--- config.mk ---
export PLATFORM = sky130hd
export DESIGN_NAME = sprite_line_fetch_sched_flat
export DESIGN_NICKNAME = d
export VERILOG_FILES = /design/src/rtl/sprite_pkg.sv /design/src/rtl/sprite_line_fetch_sched_if.sv /design/src/rtl/sprite_fetch_pipe.sv /design/src/rtl/sprite_line_fetch_sched.sv /design/src/flat_wrapper.sv
export SDC_FILE = /design/constraint.sdc
export NUM_CORES = 1
export LEC_CHECK = 0
export CORE_UTILIZATION = 26
export DETAILED_ROUTE_END_ITERATION = 12
export GPL_TIMING_DRIVEN = 0
export PLACE_DENSITY_LB_ADDON = 0.08
export REMOVE_ABC_BUFFERS = 1
export SKIP_LAST_GASP = 1
export SYNTH_ARGS = -nofsm -noshare
export SYNTH_HDL_FRONTEND = slang
export SYNTH_HIERARCHICAL = 1
export SYNTH_SLANG_ARGS = --single-unit
--- constraint.sdc ---
create_clock -name px_clk -period 1.45 [get_ports px_clk]
set_input_delay 0.29 -clock px_clk [delete_from_list [all_inputs] [get_ports px_clk]]
set_output_delay 0.29 -clock px_clk [all_outputs]
set_load 0.05 [all_outputs]
--- src/rtl/sprite_pkg.sv ---
// Shared definitions for the sprite line fetch scheduler.
//   state_e    : scheduler FSM states
//   SPR_ADDR_W : default sprite RAM address width
//   SPR_DATA_W : default sprite RAM word width (one sprite line)
//   idx_width  : width of a sprite index, never narrower than one bit
package sprite_pkg;

  typedef enum logic [1:0] {
    IDLE  = 2'd0,
    ISSUE = 2'd1,
    DRAIN = 2'd2
  } state_e;

  localparam int SPR_ADDR_W = 9;
  localparam int SPR_DATA_W = 16;

  function automatic int idx_width(input int n);
    return (n <= 1) ? 1 : $clog2(n);
  endfunction

endpackage

--- src/rtl/sprite_line_fetch_sched_if.sv ---
// Bus bundle between the scheduler, the sprite RAM port and the CPU write decoder.
//   mem_addr/mem_rd_en/mem_we/mem_wdata : RAM command, driven by the scheduler
//   mem_rd_data                         : RAM read data, driven by the RAM
//   cpu_req/cpu_addr/cpu_wdata          : CPU write request, held until cpu_ack
//   cpu_ack                             : write grant, driven by the scheduler
// master = scheduler side, slave = RAM / CPU side.
interface sprite_line_fetch_sched_if
  import sprite_pkg::*;
#(
  parameter int ADDR_W = SPR_ADDR_W,
  parameter int DATA_W = SPR_DATA_W
);
  logic [ADDR_W-1:0] mem_addr;
  logic              mem_rd_en;
  logic              mem_we;
  logic [DATA_W-1:0] mem_wdata;
  logic [DATA_W-1:0] mem_rd_data;
  logic              cpu_req;
  logic [ADDR_W-1:0] cpu_addr;
  logic [DATA_W-1:0] cpu_wdata;
  logic              cpu_ack;

  modport master (
    output mem_addr, mem_rd_en, mem_we, mem_wdata, cpu_ack,
    input  mem_rd_data, cpu_req, cpu_addr, cpu_wdata
  );

  modport slave (
    input  mem_addr, mem_rd_en, mem_we, mem_wdata, cpu_ack,
    output mem_rd_data, cpu_req, cpu_addr, cpu_wdata
  );
endinterface

--- src/rtl/sprite_fetch_pipe.sv ---
// DEPTH-deep shift register of {valid, sprite index} that tracks reads in
// flight through the RAM. Stage DEPTH-1 lines up with the cycle in which the
// RAM presents the read word.
//   clk      : clock
//   clr_n    : synchronous active-low clear of the valid bits
//   push_vld : a read is issued this cycle
//   push_idx : sprite index of that read
//   out_vld  : the RAM word on the bus this cycle belongs to a tracked read
//   out_idx  : sprite index of that word
//   any_vld  : at least one read still in flight
module sprite_fetch_pipe
  import sprite_pkg::*;
#(
  parameter int DEPTH = 1,
  parameter int IDX_W = idx_width(4)
) (
  input  logic             clk,
  input  logic             clr_n,
  input  logic             push_vld,
  input  logic [IDX_W-1:0] push_idx,
  output logic             out_vld,
  output logic [IDX_W-1:0] out_idx,
  output logic             any_vld
);

  logic [DEPTH-1:0] vld_q, vld_d;
  logic [IDX_W-1:0] idx_q [DEPTH];
  logic [IDX_W-1:0] idx_d [DEPTH];

  always_comb begin
    vld_d    = '0;
    idx_d    = '{default: '0};
    vld_d[0] = push_vld;
    idx_d[0] = push_idx;
    for (int i = 1; i < DEPTH; i++) begin
      vld_d[i] = vld_q[i-1];
      idx_d[i] = idx_q[i-1];
    end
  end

  always_ff @(posedge clk) begin
    if (!clr_n) vld_q <= '0;
    else        vld_q <= vld_d;
  end

  // The index rides along with its valid bit, so it needs no clear.
  always_ff @(posedge clk) begin
    idx_q <= idx_d;
  end

  assign out_vld = vld_q[DEPTH-1];
  assign out_idx = idx_q[DEPTH-1];
  assign any_vld = |vld_q;

endmodule

--- src/rtl/sprite_line_fetch_sched.sv ---
// Time-shares one sprite RAM read port among NUM_SPRITES sprite engines.
// On linebegin one read per sprite is issued back to back; each returned word
// is registered onto line_data with a one-hot line_en strobe. Between bursts
// the RAM port is lent to the CPU for writes.
//   px_clk, rst_n : clock, synchronous active-low reset
//   linebegin     : one-cycle pulse at the start of a scanline
//   spr_addr      : per-sprite line address, sprite i at [i*ADDR_W +: ADDR_W]
//   bus           : RAM command/data and CPU write handshake (master side)
//   line_data     : fetched line word, held between strobes
//   line_en       : one-hot load strobe per sprite
//   busy          : fetch burst in progress
//   overrun       : sticky, linebegin seen while busy; ovr_clr clears it
module sprite_line_fetch_sched
  import sprite_pkg::*;
#(
  parameter int NUM_SPRITES = 4,
  parameter int ADDR_W      = SPR_ADDR_W,
  parameter int DATA_W      = SPR_DATA_W,
  parameter int MEM_LAT     = 1
) (
  input  logic                          px_clk,
  input  logic                          rst_n,
  input  logic                          linebegin,
  input  logic [NUM_SPRITES*ADDR_W-1:0] spr_addr,
  sprite_line_fetch_sched_if.master     bus,
  output logic [DATA_W-1:0]             line_data,
  output logic [NUM_SPRITES-1:0]        line_en,
  output logic                          busy,
  output logic                          overrun,
  input  logic                          ovr_clr
);

  localparam int             IW       = idx_width(NUM_SPRITES);
  localparam logic [IW-1:0]  LAST_IDX = IW'(NUM_SPRITES - 1);

  state_e                   state_q, state_d;
  logic [IW-1:0]            idx_q, idx_d;
  logic                     ovr_q, ovr_d;
  logic [DATA_W-1:0]        line_data_q, line_data_d;
  logic [NUM_SPRITES-1:0]   line_en_q, line_en_d;
  logic                     issue;
  logic                     pipe_vld;
  logic [IW-1:0]            pipe_idx;
  logic                     pipe_any;

  sprite_fetch_pipe #(
    .DEPTH (MEM_LAT),
    .IDX_W (IW)
  ) u_pipe (
    .clk      (px_clk),
    .clr_n    (rst_n),
    .push_vld (issue),
    .push_idx (idx_q),
    .out_vld  (pipe_vld),
    .out_idx  (pipe_idx),
    .any_vld  (pipe_any)
  );

  // FSM and RAM port mux: reads in ISSUE, CPU writes only in IDLE.
  always_comb begin
    state_d       = state_q;
    idx_d         = idx_q;
    issue         = 1'b0;
    bus.mem_addr  = '0;
    bus.mem_rd_en = 1'b0;
    bus.mem_we    = 1'b0;
    bus.mem_wdata = '0;
    bus.cpu_ack   = 1'b0;
    unique case (state_q)
      IDLE: begin
        // linebegin wins the port over a pending CPU write.
        if (linebegin) begin
          state_d = ISSUE;
          idx_d   = '0;
        end else if (bus.cpu_req) begin
          bus.cpu_ack   = 1'b1;
          bus.mem_we    = 1'b1;
          bus.mem_addr  = bus.cpu_addr;
          bus.mem_wdata = bus.cpu_wdata;
        end
      end
      ISSUE: begin
        issue         = 1'b1;
        bus.mem_rd_en = 1'b1;
        bus.mem_addr  = spr_addr[idx_q*ADDR_W +: ADDR_W];
        if (idx_q == LAST_IDX) begin
          state_d = DRAIN;
          idx_d   = '0;
        end else begin
          idx_d = idx_q + 1'b1;
        end
      end
      DRAIN: begin
        // Once the pipe is empty the final word was registered last edge,
        // so its line_en is on the output during this cycle.
        if (!pipe_any) state_d = IDLE;
      end
      default: state_d = IDLE;
    endcase
  end

  // Return path and sticky overrun; a new overrun beats a same-cycle clear.
  always_comb begin
    line_en_d   = pipe_vld ? (NUM_SPRITES'(1) << pipe_idx) : '0;
    line_data_d = pipe_vld ? bus.mem_rd_data : line_data_q;
    ovr_d       = ovr_q;
    if (ovr_clr) ovr_d = 1'b0;
    if (linebegin && (state_q != IDLE)) ovr_d = 1'b1;
  end

  always_ff @(posedge px_clk) begin
    if (!rst_n) begin
      state_q     <= IDLE;
      idx_q       <= '0;
      ovr_q       <= 1'b0;
      line_en_q   <= '0;
      line_data_q <= '0;
    end else begin
      state_q     <= state_d;
      idx_q       <= idx_d;
      ovr_q       <= ovr_d;
      line_en_q   <= line_en_d;
      line_data_q <= line_data_d;
    end
  end

  assign line_data = line_data_q;
  assign line_en   = line_en_q;
  assign overrun   = ovr_q;
  assign busy      = (state_q != IDLE);

endmodule

--- src/flat_wrapper.sv ---
// flat-port wrapper written by rule: the top's interface ports become plain ports
module sprite_line_fetch_sched_flat import sprite_pkg::*;
#(
  parameter int NUM_SPRITES = 4,
  parameter int ADDR_W      = SPR_ADDR_W,
  parameter int DATA_W      = SPR_DATA_W,
  parameter int MEM_LAT     = 1
)
  (px_clk, rst_n, linebegin, spr_addr, line_data, line_en, busy, overrun, ovr_clr, bus_mem_addr, bus_mem_rd_en, bus_mem_we, bus_mem_wdata, bus_cpu_ack, bus_mem_rd_data, bus_cpu_req, bus_cpu_addr, bus_cpu_wdata);
  sprite_line_fetch_sched_if #(.ADDR_W(ADDR_W), .DATA_W(DATA_W)) bus_i ();
  input  logic px_clk;
  input  logic rst_n;
  input  logic linebegin;
  input  logic [NUM_SPRITES*ADDR_W-1:0] spr_addr;
  output logic [DATA_W-1:0] line_data;
  output logic [NUM_SPRITES-1:0] line_en;
  output logic busy;
  output logic overrun;
  input  logic ovr_clr;
  output wire logic [$bits(bus_i.mem_addr)-1:0] bus_mem_addr;
  output wire logic [$bits(bus_i.mem_rd_en)-1:0] bus_mem_rd_en;
  output wire logic [$bits(bus_i.mem_we)-1:0] bus_mem_we;
  output wire logic [$bits(bus_i.mem_wdata)-1:0] bus_mem_wdata;
  output wire logic [$bits(bus_i.cpu_ack)-1:0] bus_cpu_ack;
  input wire logic [$bits(bus_i.mem_rd_data)-1:0] bus_mem_rd_data;
  input wire logic [$bits(bus_i.cpu_req)-1:0] bus_cpu_req;
  input wire logic [$bits(bus_i.cpu_addr)-1:0] bus_cpu_addr;
  input wire logic [$bits(bus_i.cpu_wdata)-1:0] bus_cpu_wdata;
  assign bus_mem_addr = bus_i.mem_addr;
  assign bus_mem_rd_en = bus_i.mem_rd_en;
  assign bus_mem_we = bus_i.mem_we;
  assign bus_mem_wdata = bus_i.mem_wdata;
  assign bus_cpu_ack = bus_i.cpu_ack;
  assign bus_i.mem_rd_data = bus_mem_rd_data;
  assign bus_i.cpu_req = bus_cpu_req;
  assign bus_i.cpu_addr = bus_cpu_addr;
  assign bus_i.cpu_wdata = bus_cpu_wdata;
  sprite_line_fetch_sched #(.NUM_SPRITES(NUM_SPRITES), .ADDR_W(ADDR_W), .DATA_W(DATA_W), .MEM_LAT(MEM_LAT)) u_core (.px_clk(px_clk), .rst_n(rst_n), .linebegin(linebegin), .spr_addr(spr_addr), .bus(bus_i), .line_data(line_data), .line_en(line_en), .busy(busy), .overrun(overrun), .ovr_clr(ovr_clr));
endmodule
== Word-level counts from Yosys, hierarchy flattened ==
Cells that the tools add are included.
Storage, ports and cells
  word-level logic and storage cells: 44
  output and inout port bits: 50
  bits in registers: 28
Cells by class
  $add $sub $neg: 1
  mux-type cells: 19
  reductions and logical operators: 8
  shifts and indexed selects: 2
  eq/ne operators: 6
  multipliers: 1
Operator list (count)
  $mux W16: 3
  $shiftx A36 B7 Y9: 1
  $mux W9: 2
  $pmux W9 S2: 1
  $mux W2: 5
  $mul A2 B4 Y6 const B: 1
  $mux W1: 6
  $pmux W2 S3: 1
  $reduce_bool A2 Y1: 3
  $eq A2 B2 Y1 const B: 2
  $ne A2 B2 Y1 const B: 2
  $pmux W2 S2: 1
  $reduce_and A2 Y1: 2
  $shl A1 B2 Y4 const A: 1
  $reduce_and A3 Y1: 1
  $add A2 B1 Y2 const B: 1
  $eq A2 B1 Y1 const B: 1
  $logic_not A2 Y1: 1
  $ne A2 B1 Y1 const B: 1
  $logic_and A1 B1 Y1: 1

== Longest topological paths before layout ==
  word-level depth: 3
  depth in mapped cells: 5

== By module ==
Netlist, hierarchy kept.
By module, submodules not included
  sprite_line_fetch_sched: cells an instance 150, times used 1, seq. area each 500.5 sq um, area an instance 1498.9 sq um
  sprite_fetch_pipe: cells an instance 5, times used 1, seq. area each 60.1 sq um, area an instance 73.8 sq um

== Least setup slack after synthesis ==
No wires, ideal clock.
  kind: register to output
  start: reg u_core.state_q[1]
  end: out bus_mem_addr[0]
  stages on the path, launching flop included: 5
  path slack: -878 ps
  data required time: 1160 ps
  arrival: 2038 ps
  cell sequence: dfxtp_1 > buf_6 > or3b_1 > buf_6 > o21ai_0
Between the ends
  longest elaborated chain between the ends: 2
RTL lines
  start, declared: RTL line sprite_line_fetch_sched.sv:36  | state_e state_q, state_d;
  start signal, assigned: RTL line sprite_line_fetch_sched.sv:119  | state_q <= state_d;
  $eq A2 B1 Y1 / $logic_not A2 Y1 (equally long branches): RTL line sprite_line_fetch_sched.sv:69  | unique case (state_q)
  $pmux W9 S2 (*): RTL line sprite_line_fetch_sched.sv:69
  end, declared: RTL line flat_wrapper.sv:20  | output wire logic [$bits(bus_i.mem_addr)-1:0] bus_mem_addr;
Mark *: on every way between the ends. The rest lies on a longest branch, timed or not.

== Worst setup path after layout ==
  start: reg u_core.state_q[1]
  end: out bus_mem_addr[2]
The elaborated chain is that of the path after synthesis.

==> results.toml <==
[placement]
portBuffers = 131
place_hpwl_um = 3420
post-place-ws_ns = -1.89
gp_congestion = 0.715

[cts]
h-tree-depth = 1
cts_buffer_depth = 2
clock-sinks = 28
clockRootBuffer = "clkbuf_8"
insertion_delay_ns = 0.27
clkTransAtPathRegs_ns = 0.09
cts_hold_buf = 0
cts_tree = "done"
cts_buffers = 3

[critical_path]
worst_ep_required_time_ns = 1.16
cp.arrival_ns = 1.59
crit_path_max_fanout = 8
critical_path_class = "flip-flop to primary output"
startpoint_type = "flip-flop"
end_kind = "primary output"

[route]
first_pass_iters = 4
post-route-drc-count = 0
first_iter_violations = 39
routed_wl_um = 5360
via_per_inst = 4.57
wl_met1_um = 2080
route.met2.wl_um = 2770
wl_met3_um = 413
ant_nets = 0
post_drt_wl_per_cell_um = 14.5
highest_layer = "met4"
dr_total_vias = 1692

[global_route]
overflow = 0
grt_pass1_wl_um = 8030
grt_pass1_vias = 1735
grt_max_degree = 25
antenna_found_initial = 0
grt.total_usage_pct = 16.5

[sta]
hold_viol_final = 0
worst_slack_ns = -0.432
fin_crit_sh_pct = 130
holdWs_ns = 0.446
tightest_slew_ns = 0.708
setup_viol = 28
drv_slew = 0
fmax_ghz = 0.531
rsz0062_at_grt = "true"
maxSlewHeadroom_pct = 52.7
finClkSkew_ns = 0.00488
fin_crit_ns = 1.88

[logic_synthesis]
synth_area_um2 = 1570
synth_mux_area_share_pct = 22.4
synth_xor_xnor_area_share_pct = 0
synth-simple-area-share_pct = 22.5
synth_edf_count = 0
synth.avg_cell_area_um2 = 10.1
synthesis.instances = 155
yosysWarningCount = 6
ys_seq_area_share_pct = 35.6
synth-main-ff-cell = "dfxtp_1"
synth_top_family_by_area = "simple AND/OR/NAND/NOR gates"
synth-seq-cells = 28
async_flop_share_pct = 0
synth_fa_ha_area_share_pct = 0.796
synth-compound-area-share_pct = 11.0
ys_types = 32

[floorplanning]
dieHeight_um = 79.8
core-area_um2 = 5680
boundaryPins = 132
die_w_um = 79.8
dieArea_um2 = 6360
initial_core_util_pct = 27.7
core.rowCount = 27

[final_layout]
mostFrequentLayoutCells = "78 x clkdlybuf4s50_1, 24 x dfxtp_1, 23 x mux2i_1, 17 x nor2b_1"
nNetsFinal = 382
fillCellCount = 540
area_growth_syn_to_layout_pct = 110
insertedDiodeCount = 0
layout_commonest_cell = "clkdlybuf4s50_1"
drive_above_1_share_pct = 38.6

[power]
ir_worst_vdd_mv = 0.525
p_leak_nw = 1.34
p_per_area_nw_per_um2 = 705
power_mw = 2.32

[outcome]
outcome = "complete, but fails checks"
violations = "setup timing"

[run]
cap_violations = 0

[worst_hold_path]
hold_class = "flip-flop to flip-flop"
==> flip-flops by register name, summed over array words and instances, names as in the netlist <==
register	flops
u_core/idx_q	2
u_core/line_data	16
u_core/line_en	4
u_core/overrun	1
u_core/state_q	2
u_core/u_pipe/any_vld	1
u_core/u_pipe/out_idx	2
==> worst max-delay path, stage by stage (launching register included) <==
cell      delay [ns]
dfxtp_4         0.41
nor4b_4         0.06
buf_4           0.14
buf_12          0.13
a222oi_1        0.31
inv_1           0.10
buf_6           0.16
==> synthesized netlist by cell type, types with 2 or more instances <==
cell type,instances,share of area [%]
a22oi_1,6,2.9
a22oi_2,3,2.4
and2_1,12,4.8
and2_2,7,3.3
buf_2,3,0.95
buf_4,3,1.4
buf_6,6,4.3
clkbuf_1,2,0.48
dfxtp_1,28,36
inv_1,2,0.48
mux2_2,10,7.2
mux2i_1,24,15
nand2_1,4,0.95
nor2_1,3,0.72
nor2b_1,17,6.8
nor3_1,2,0.64
o21ai_0,6,1.9
o21ai_2,3,1.7
==> per-stage QoR <==
stage	cell area (µm²)	TNS (ns)	util (%)	cells
after floorplan	1460	-36.85	-	141
after global placement	2860	-52.10	50.4	344
after detailed placement	2860	-52.33	50.4	344
after CTS	3170	-10.40	55.8	363
after global routing	3300	-12.76	58.1	370
final	3300	-10.67	58.1	370
==> path summary, 6_finish.rpt <==
kind	start	end	slack [ns]	cells past startpoint
hold reg to reg	u_core/u_pipe/out_idx[1]	u_core/line_en[1]	0.45	1
hold / removal	u_core/u_pipe/out_idx[1]	u_core/line_en[1]	0.45	1
setup / recovery	u_core/state_q[1]	bus_mem_addr[2]	-0.43	6
setup reg to reg	u_core/idx_q[1]	u_core/state_q[1]	0.06	6
==> logic make-up (layout without fill, tap and decap cells) <==
kind of cell             after synthesis  in the layout
AND/OR/NAND/NOR                       54             57
multiplexers                          34             34
flip-flops                            28             28
AO/OA/AOI/OAI                         22             22
buffers and inverters                 16            156
adder cells (fa/ha/maj)                1              1
==> report_power, final <==
| group | leakage, nW | internal (mW) | total [mW] | switching (mW) |
|---|---|---|---|---|
| Combinational | 1.08 | 0.460 | 0.888 | 0.427 |
| Sequential | 0.231 | 0.797 | 0.833 | 0.0363 |
| Clock | 0.0357 | 0.369 | 0.604 | 0.235 |
==> per-layer routing <==
| layer | up-vias | GRT usage (%) |
|---|---|---|
| met5 | - | 0 |
| met4 | 0 | 5.00 |
| met3 | 10 | 4.57 |
| met2 | 78 | 30.6 |
| met1 | 779 | 18.1 |
| li1 | 825 | - |
==> layout make-up <==
| class | instances | area, µm² | area share, % |
|---|---|---|---|
| Timing Repair Buffer | 150 | 1530 | 46.5 |
| Multi-Input combinational cell | 114 | 1020 | 31.0 |
| Sequential cell | 28 | 573 | 17.4 |
| Tap cell | 72 | 90.1 | 2.73 |
| Clock buffer | 3 | 41.3 | 1.25 |
| Clock inverter | 1 | 30.0 | 0.911 |
| Inverter | 2 | 7.51 | 0.228 |
==> timing repair <==
item | 4_1_cts | 5_1_grt
cloned | 4 | 1
setup buffers | 11 | 7
endpoints found under the hold margin | 0 | 0
pin swaps | 18 | 14
endpoints found under the setup margin | 74 | 49
gates resized for setup | 271 | 55
No activity file was read; power rests on OpenSTA's default activity.
==> RTL edit (config.mk and constraints unchanged) <==
`MEM_LAT` is set to 1 in 2 places; all go to 2.
--- a/src/rtl/sprite_line_fetch_sched.sv
+++ b/src/rtl/sprite_line_fetch_sched.sv
@@ -18,3 +18,3 @@
   parameter int DATA_W      = SPR_DATA_W,
-  parameter int MEM_LAT     = 1
+  parameter int MEM_LAT     = 2
 ) (
--- a/src/flat_wrapper.sv
+++ b/src/flat_wrapper.sv
@@ -6,3 +6,3 @@
   parameter int DATA_W      = SPR_DATA_W,
-  parameter int MEM_LAT     = 1
+  parameter int MEM_LAT     = 2
 )
Check against the original RTL: not equivalent (Yosys sat finds a counterexample within 4 cycles, from zero or initial values and one cycle with rst_n low).
==> RTL edit against the original RTL <==
- the flow still finishes with violations (negative setup slack)
- setup slack better by 0.041 ns
- total power increased by 5.7%
- fmax grew 2.2%
- synthesized area up 4.1%
- clock power is 20% higher
- final area is 2.4% higher
- sequential cell count rose by 3
- routed wire length increased by 1.4%
- sequential share of layout area increased by 1.4 points
==> RTL edit: results <==
<?xml version="1.0" encoding="UTF-8"?>
<metrics>
  <group name="grt">
    <metric name="global_route.usage.total" unit="">0.173</metric>
    <metric name="number_of_global_route_vias_before_repair" unit="">1705</metric>
    <metric name="grt_antenna_before_repair" unit="">0</metric>
    <metric name="grt_pass1_wl" unit="um">8510</metric>
    <metric name="grt_max_degree" unit="">26</metric>
  </group>
  <group name="timing">
    <metric name="fin_skew" unit="ns">0.00181</metric>
    <metric name="setup_slack" unit="ns">-0.392</metric>
    <metric name="setup_viol_count_final" unit="">28</metric>
    <metric name="worst_slew_margin_rel" unit="">0.505</metric>
    <metric name="finalHoldViolCount" unit="">0</metric>
  </group>
  <group name="place">
    <metric name="globalplace.congestion" unit="">0.742</metric>
    <metric name="placedInstanceArea" unit="sq um">2940</metric>
    <metric name="buffer_ports.inserted" unit="">131</metric>
    <metric name="dp.final_hpwl" unit="um">3610</metric>
  </group>
  <group name="logic_synthesis">
    <metric name="synth_adder_area_share" unit="">0.00764</metric>
    <metric name="ys_async_sr_fraction" unit="">0</metric>
    <metric name="synthTopCellsByCount" unit="">dfxtp_1 (31), mux2i_1 (24), nor2b_1 (17)</metric>
    <metric name="synth_seq_area_share" unit="">0.379</metric>
    <metric name="synth.lib_cells_used.distinct" unit="">33</metric>
    <metric name="synth-xor-area-share" unit="">0</metric>
    <metric name="post_synth_main_area_contributors" unit="">dfxtp_1 (38%), mux2i_1 (15%), mux2_2 (6.9%)</metric>
    <metric name="synth_mux_area_frac" unit="">0.215</metric>
    <metric name="synth-compound-area-share" unit="">0.105</metric>
    <metric name="yosysWarningCount" unit="">6</metric>
  </group>
  <group name="cts">
    <metric name="cts_max_level" unit="">2</metric>
    <metric name="clk_pin_slew_worst_paths" unit="ns">0.06</metric>
    <metric name="cts_max_path_buffers" unit="">2</metric>
    <metric name="clock_tree.root_cell" unit="">clkbuf_8</metric>
    <metric name="cts_made_buffers" unit="">5</metric>
    <metric name="worst_skew_pair.late_latency" unit="ns">0.28</metric>
  </group>
  <group name="route">
    <metric name="drt_pre_antenna_iters" unit="">4</metric>
    <metric name="num_vias" unit="">1657</metric>
    <metric name="drtIter0Drc" unit="">40</metric>
    <metric name="wire_per_inst" unit="um">14.4</metric>
  </group>
  <group name="final_layout">
    <metric name="post_route_cells_drive_above_1_share" unit="">0.337</metric>
    <metric name="largest_register_ffs" unit="">16</metric>
    <metric name="nNetsFinal" unit="">385</metric>
    <metric name="antennaDiodeCount" unit="">0</metric>
  </group>
  <group name="power_and_ir_drop">
    <metric name="worst_ir_drop_vdd" unit="uV">393</metric>
    <metric name="p_leak" unit="uW">0.00136</metric>
  </group>
  <group name="worst_setup_path">
    <metric name="worstPathMaxFanout" unit="">7</metric>
    <metric name="critPathArrivalTime" unit="ns">1.55</metric>
  </group>
  <group name="status">
    <metric name="failed_checks" unit="">negative setup slack</metric>
    <metric name="status" unit="">complete, but fails checks</metric>
  </group>
  <group name="worst_hold_path">
    <metric name="min-delay-path-class" unit="">register to register</metric>
  </group>
</metrics>
-- RTL edit: changes by cell type after synthesis, sizes merged --
cell | before | now
buf | 12 | 11
dfxtp | 28 | 31
and2 | 19 | 20
or2 | 1 | 2
-- RTL edit: timing repair --
| action | in CTS | in global routing |
|---|---|---|
| setup endpoints to repair | 71 | 46 |
| endpoints found under the hold margin | 0 | 0 |
| pin swaps | 18 | 5 |
| setup buffers | 12 | 3 |
| resized for setup | 280 | 27 |
| cloned | 3 | 0 |
-- RTL edit: worst paths after layout --
check | from | endpoint | slack [ns] | cells after the start
max | u_core/state_q[1]$_SDFFE_PN0P_ | bus_mem_addr[1] | -0.39 | 5
min | u_core/u_pipe/idx_d[0]$_DFF_P_ | u_core/u_pipe/out_idx[0]$_DFF_P_ | 0.33 | 0
max reg2reg | u_core/idx_q[1]$_SDFFE_PN0P_ | u_core/state_q[1]$_SDFFE_PN0P_ | 0.13 | 6
min reg2reg | u_core/u_pipe/idx_d[0]$_DFF_P_ | u_core/u_pipe/out_idx[0]$_DFF_P_ | 0.33 | 0
-- RTL edit: worst max-delay path, stage by stage, from the launching register on --
cell and delay (ns):
dfxtp_4 0.39, nor4b_4 0.31, buf_4 0.20, a22oi_2 0.08, o21ai_1 0.11, buf_6 0.18
-- RTL edit: power breakdown --
group | internal [uW] | switching, uW
combinational | 443 | 380
clock | 432 | 292
sequential | 877 | 32.4
total | 1750 | 705
-- RTL edit: kinds of logic (layout without fill, tap and decap cells) --
logic type / count (synthesis) / after routing
muxes: 34 / 34
DFF: 31 / 31
AOI/OAI and AO/OA: 22 / 22
adders and majority gates: 1 / 1
buffers and inverters: 15 / 156
and+or+nand+nor: 56 / 59
-- RTL edit: layout make-up --
class,count,area [sq um]
Fill cell,559,2620
Sequential cell,31,634
Clock buffer,8,100
Tap cell,75,93.8
Timing Repair Buffer,146,1540
Multi-Input combinational cell,116,1000
Inverter,2,7.51
-- RTL edit: routing by layer --
| metal | vias to the layer above | track usage | routed length, um |
|---|---|---|---|
| li1 | 837 | - | - |
| met1 | 747 | 0.197 | 2110 |
| met2 | 62 | 0.310 | 2910 |
| met3 | 11 | 0.0438 | 320 |
| met4 | 0 | 0.0607 | 95 |
| met5 | - | 0 | 0 |
-- RTL edit: per-stage QoR --
step | setup TNS (ns) | instances | power [uW] | hold WS (ns) | setup slack, ns
2_1_floorplan | -36.85 | 146 | 1280 | 0.310 | -1.63
3_3_place_gp | -52.52 | 352 | 1650 | 0.313 | -1.89
3_5_place_dp | -53.31 | 352 | 1650 | 0.316 | -1.92
4_1_cts | -8.55 | 375 | 2470 | 0.330 | -0.399
5_1_grt | -10.59 | 378 | 2580 | 0.339 | -0.469
6_report | -8.63 | 378 | 2460 | 0.329 | -0.392
